## src/rtl/aw_wr_arbiter.sv

```systemverilog
// Round-robin AW/W grant arbiter for two write masters: holds the AW select until the
// address handshake, then the W select until the burst's last beat, flagging WLAST/length mismatches.
`ifndef AXI_LEN_BITS
`define AXI_LEN_BITS 8
`endif

module aw_wr_arbiter #(
  parameter bit RST_PRIO = 1'b0
) (
  input  logic                     ACLK,
  input  logic                     ARESETn,
  input  logic                     AWVALID_M0,
  input  logic                     AWVALID_M1,
  input  logic                     AWVALID,
  input  logic                     AWREADY,
  input  logic [`AXI_LEN_BITS-1:0] AWLEN,
  input  logic                     WVALID,
  input  logic                     WREADY,
  input  logic                     WLAST,
  output logic [1:0]               gnt,
  output logic [1:0]               w_gnt,
  output logic                     busy,
  output logic                     wlast_err
);

  localparam int LW = `AXI_LEN_BITS;

  typedef enum logic [1:0] {
    IDLE = 2'd0,
    ADDR = 2'd1,
    DATA = 2'd2
  } state_t;

  state_t          state_q, state_d;
  logic [1:0]      gnt_d, w_gnt_d;
  logic            busy_d, err_d;
  logic [LW-1:0]   cnt_q, cnt_d;
  logic [LW-1:0]   len_q, len_d;
  logic            prio_q, prio_d;
  logic            winner;
  logic            beat;
  logic            at_len;

  always_ff @(posedge ACLK or negedge ARESETn) begin
    if (!ARESETn) begin
      state_q   <= IDLE;
      gnt       <= 2'b00;
      w_gnt     <= 2'b00;
      busy      <= 1'b0;
      wlast_err <= 1'b0;
      cnt_q     <= '0;
      len_q     <= '0;
      prio_q    <= RST_PRIO;
    end else begin
      state_q   <= state_d;
      gnt       <= gnt_d;
      w_gnt     <= w_gnt_d;
      busy      <= busy_d;
      wlast_err <= err_d;
      cnt_q     <= cnt_d;
      len_q     <= len_d;
      prio_q    <= prio_d;
    end
  end

  always_comb begin
    state_d = state_q;
    gnt_d   = gnt;
    w_gnt_d = w_gnt;
    err_d   = 1'b0;
    cnt_d   = cnt_q;
    len_d   = len_q;
    prio_d  = prio_q;
    winner  = 1'b0;
    beat    = WVALID && WREADY;
    at_len  = (cnt_q == len_q);

    case (state_q)
      IDLE: begin
        gnt_d   = 2'b00;
        w_gnt_d = 2'b00;
        if (AWVALID_M0 || AWVALID_M1) begin
          // Pointer only breaks ties; after any grant it favours the loser.
          winner  = (AWVALID_M0 && AWVALID_M1) ? prio_q : AWVALID_M1;
          gnt_d   = winner ? 2'b10 : 2'b01;
          prio_d  = ~winner;
          state_d = ADDR;
        end
      end
      ADDR: begin
        if (AWVALID && AWREADY) begin
          len_d   = AWLEN;
          cnt_d   = '0;
          gnt_d   = 2'b00;
          w_gnt_d = gnt;
          state_d = DATA;
        end
      end
      DATA: begin
        gnt_d = 2'b00;
        if (beat) begin
          // Either an asserted WLAST or reaching the captured length closes the burst;
          // disagreement between the two is the error condition.
          if (WLAST || at_len) begin
            w_gnt_d = 2'b00;
            err_d   = WLAST ^ at_len;
            state_d = IDLE;
          end else begin
            cnt_d = cnt_q + {{(LW-1){1'b0}}, 1'b1};
          end
        end
      end
      default: begin
        gnt_d   = 2'b00;
        w_gnt_d = 2'b00;
        state_d = IDLE;
      end
    endcase

    busy_d = (state_d != IDLE);
  end

endmodule

```

## config.mk

```make
export PLATFORM = sky130hd
export DESIGN_NAME = aw_wr_arbiter
export DESIGN_NICKNAME = d
export VERILOG_FILES = /design/src/rtl/aw_wr_arbiter.sv
export SDC_FILE = /design/constraint.sdc
export NUM_CORES = 1
export LEC_CHECK = 0
export CAP_MARGIN = 40
export CORE_MARGIN = 4
export CORE_UTILIZATION = 45
export DETAILED_ROUTE_END_ITERATION = 12
export GPL_ROUTABILITY_DRIVEN = 0
export PLACE_DENSITY = 0.82
export SKIP_CTS_REPAIR_TIMING = 1
export SLEW_MARGIN = 0
export SYNTH_ARGS = -nofsm -noshare
export SYNTH_HDL_FRONTEND = slang
export SYNTH_SLANG_ARGS = --single-unit
export TNS_END_PERCENT = 10
```

## constraint.sdc

```tcl
create_clock -name ACLK -period 1.8 [get_ports ACLK]
set_clock_uncertainty 0.1 [all_clocks]
set_input_delay 0.18 -clock ACLK [delete_from_list [all_inputs] [get_ports ACLK]]
set_output_delay 0.18 -clock ACLK [all_outputs]
set_load 0.02 [all_outputs]
```

==> impl_results.md <==
- Outcome: finished, violations left
- Failing checks: setup timing
- Reg2Reg Setup Slack: -0.28 ns
- Power per cell area: 984 mW/mm²
- F_max: 0.482 GHz
- Overflow after GRT: 0
- Ant. Diodes: 0
- DR vias/cell: 5.69
- 1st-iter DRT viols: 57
- Critical Path RT: 1.95 ns
- TritonCTS buffer count: 3
- Post-route minimum period: 2.08 ns
- Area Growth Syn to Fin: 33.9%
- # H-tree levels: 1
- First-pass GRT wire length: 4.53 mm
- Rel. slew slack: 0.705
- Ys Warns: 0
- Starting density of the core: 0.487
- Mapped Cells: 113
- # IOs: 23
- TNS Setup: -1.83 ns
- CTS root buf: clkbuf_4
- Worst Path Max Fanout: 8
- IO Port Bufs: 22
- Final worst slack: -0.276 ns
- Syn Nets: 132
- Multi-input gate area: 596 µm²
- FP Rows: 18
- Ys flop type: dfrtp_1
- Max-capacitance violation count: 0
- Post-synth EDFFs: 0
- Final Cycle Share: 1.15
- Number of global-route vias before repair: 1020
- Crit path to: cnt_q[4]
- Count of different cell masters after synthesis: 31
- Layout Nets: 173
- Mapped Area: 0.00124 mm²
- VDD IR max: 872 µV
- FF-to-FF path depth: 7
- Async S/R FF share, synth: 1.00
- Worst Hold Slack: 0.101 ns
- Largest net degree at the start of global routing: 26
- Drc violations: 0
- Worst-Skew Late Latency: 0.32 ns
- RSZ-0062 raised after global routing: yes
- CTS tree: done
- Clock Tree Buf Depth: 2
- Die width: 60.5 µm
- Crit Path Class: reg -> reg
- Clock-pin slew on the worst setup and hold paths: 0.13 ns
- Seq cells post-synth: 25
- Core area: 0.00254 mm²
- Setup-failing EPs final: 11
- Reg-to-Reg End: cnt_q[4]
- Antenna violations before repair: 0
- Clock sink count: 25
- Final Hold Viols: 0
- Final core utilization: 0.652
- Critical Path AT: 2.23 ns
- Layout cell share with drive strength beyond 1: 0.248
- Dpl hpwl: 2.08 mm
- Setup crit end kind: flop
- Chip Height: 60.5 µm
- Max Slew Vio Count: 0
- Leakage: 0.709 nW
- Avg Cell Area, Syn: 11.0 µm²
- Origin of the worst setup path: cnt_q[3]
- Hold crit path type: in -> async
- Slew @ Worst Pin: 0.441 ns
- Register Area: 627 µm²
- Sequential share of the synthesized area: 0.505
- Die area: 0.00366 mm²
- Final ANT Viol Nets: 0
- Global-route usage over all layers: 0.165
- Reg2reg start: cnt_q[3]
- Via Count: 1042
- Routed WL per cell: 15.2 µm
- CP Launch Type: flop
- Detailed Route WL: 2.78 mm
- Fill cell count: 193
- Drt pass-1 iters: 4
cells in the final DEF (no fill, tap or decap), drive strengths merged, types with 4 or more instances in the layout:
cell	count
buf	18
nor2	5
xor2	8
clkdlybuf4s50	22
nand3	4
nand2	8
clkbuf	4
a21oi	7
dfrtp	25
mux2	8
inv	5
critical path: stages (launching register included):
cell and delay [ns]:
dfrtp_2 0.46, xor2_1 0.19, nor4_2 0.08, nand2_1 0.08
ha_2 0.20, nand3_2 0.15, or4_1 0.54, a21oi_1 0.19
power breakdown:
part	internal (mW)	total, mW	switching, mW
Combinational	0.300	0.564	0.264
Sequential	0.707	0.812	0.105
Clock	0.0869	0.258	0.171
metal layers:
metal | wire length, µm | vias up | GRT usage
met1 | 1240 | 507 | 0.221
met4 | 23 | 0 | 0.0372
met5 | 0 | - | 0
met2 | 1360 | 36 | 0.278
met3 | 158 | 2 | 0.0340
li1 | - | 497 | -
cell families (layout without fill, tap and decap cells):
group / count (synthesis) / in the layout / share of synthesized area
AO/OA/AOI/OAI: 23 / 23 / 0.126
XOR/XNOR: 8 / 8 / 0.0565
adder cells (fa/ha/maj): 2 / 2 / 0.0202
buffers and inverters: 9 / 49 / 0.0363
flip-flops: 25 / 25 / 0.505
multiplexers: 10 / 10 / 0.0888
AND/OR/NAND/NOR: 36 / 36 / 0.168
flip-flops by register name (all words and copies together) (netlist names):
name and count:
cnt_q 8, w_gnt 2, busy 1, prio_q 1, wlast_err 1, gnt 2
len_q 8, state_q 2
Yosys cell counts (all sizes together) (3+ instances only):
master	count	area, µm²
buf	4	26.3
inv	5	18.8
o31ai	3	22.5
xor2	8	70.1
a22o	3	26.3
nor4	3	18.8
or4	3	22.5
nand2b	3	18.8
a21oi	7	35.0
nand2	8	30.0
o21ai	3	15.0
dfrtp	25	626
nor2	5	18.8
mux2	8	90.1
nand3	4	25.0
through the flow:
stage | power, mW | std cells | instance area [µm²] | worst slack [ns]
2_1_floorplan | 1.15 | 113 | 1240 | -0.0321
3_3_place_gp | 1.33 | 177 | 1590 | -0.161
3_5_place_dp | 1.36 | 177 | 1590 | -0.257
4_1_cts | 1.60 | 181 | 1620 | -0.289
5_1_grt | 1.74 | 183 | 1660 | -0.342
6_report | 1.63 | 183 | 1660 | -0.276
area by class of cell:
cell class | instances | area share
Clock buffer | 4 | 0.0158
Inverter | 5 | 0.0113
Multi-Input combinational cell | 79 | 0.359
Sequential cell | 25 | 0.378
Tap cell | 30 | 0.0226
Timing Repair Buffer | 40 | 0.214
how the worst min path moves through the flow:
| stage | start | to | slack [ns] | cells after the start |
|---|---|---|---|---|
| 2_1_floorplan | ARESETn | busy | -0.22 | 0 |
| 5_1_grt | ARESETn | len_q[7] | 0.13 | 2 |
| 6_report | ARESETn | len_q[3] | 0.10 | 2 |
| 3_3_place_gp | w_gnt[1] | w_gnt[1] | 0.40 | 1 |
| 4_1_cts | ARESETn | len_q[3] | 0.12 | 2 |
| 3_5_place_dp | w_gnt[0] | w_gnt[0] | 0.39 | 1 |
Note: power is estimated with default switching activity, not from simulation.
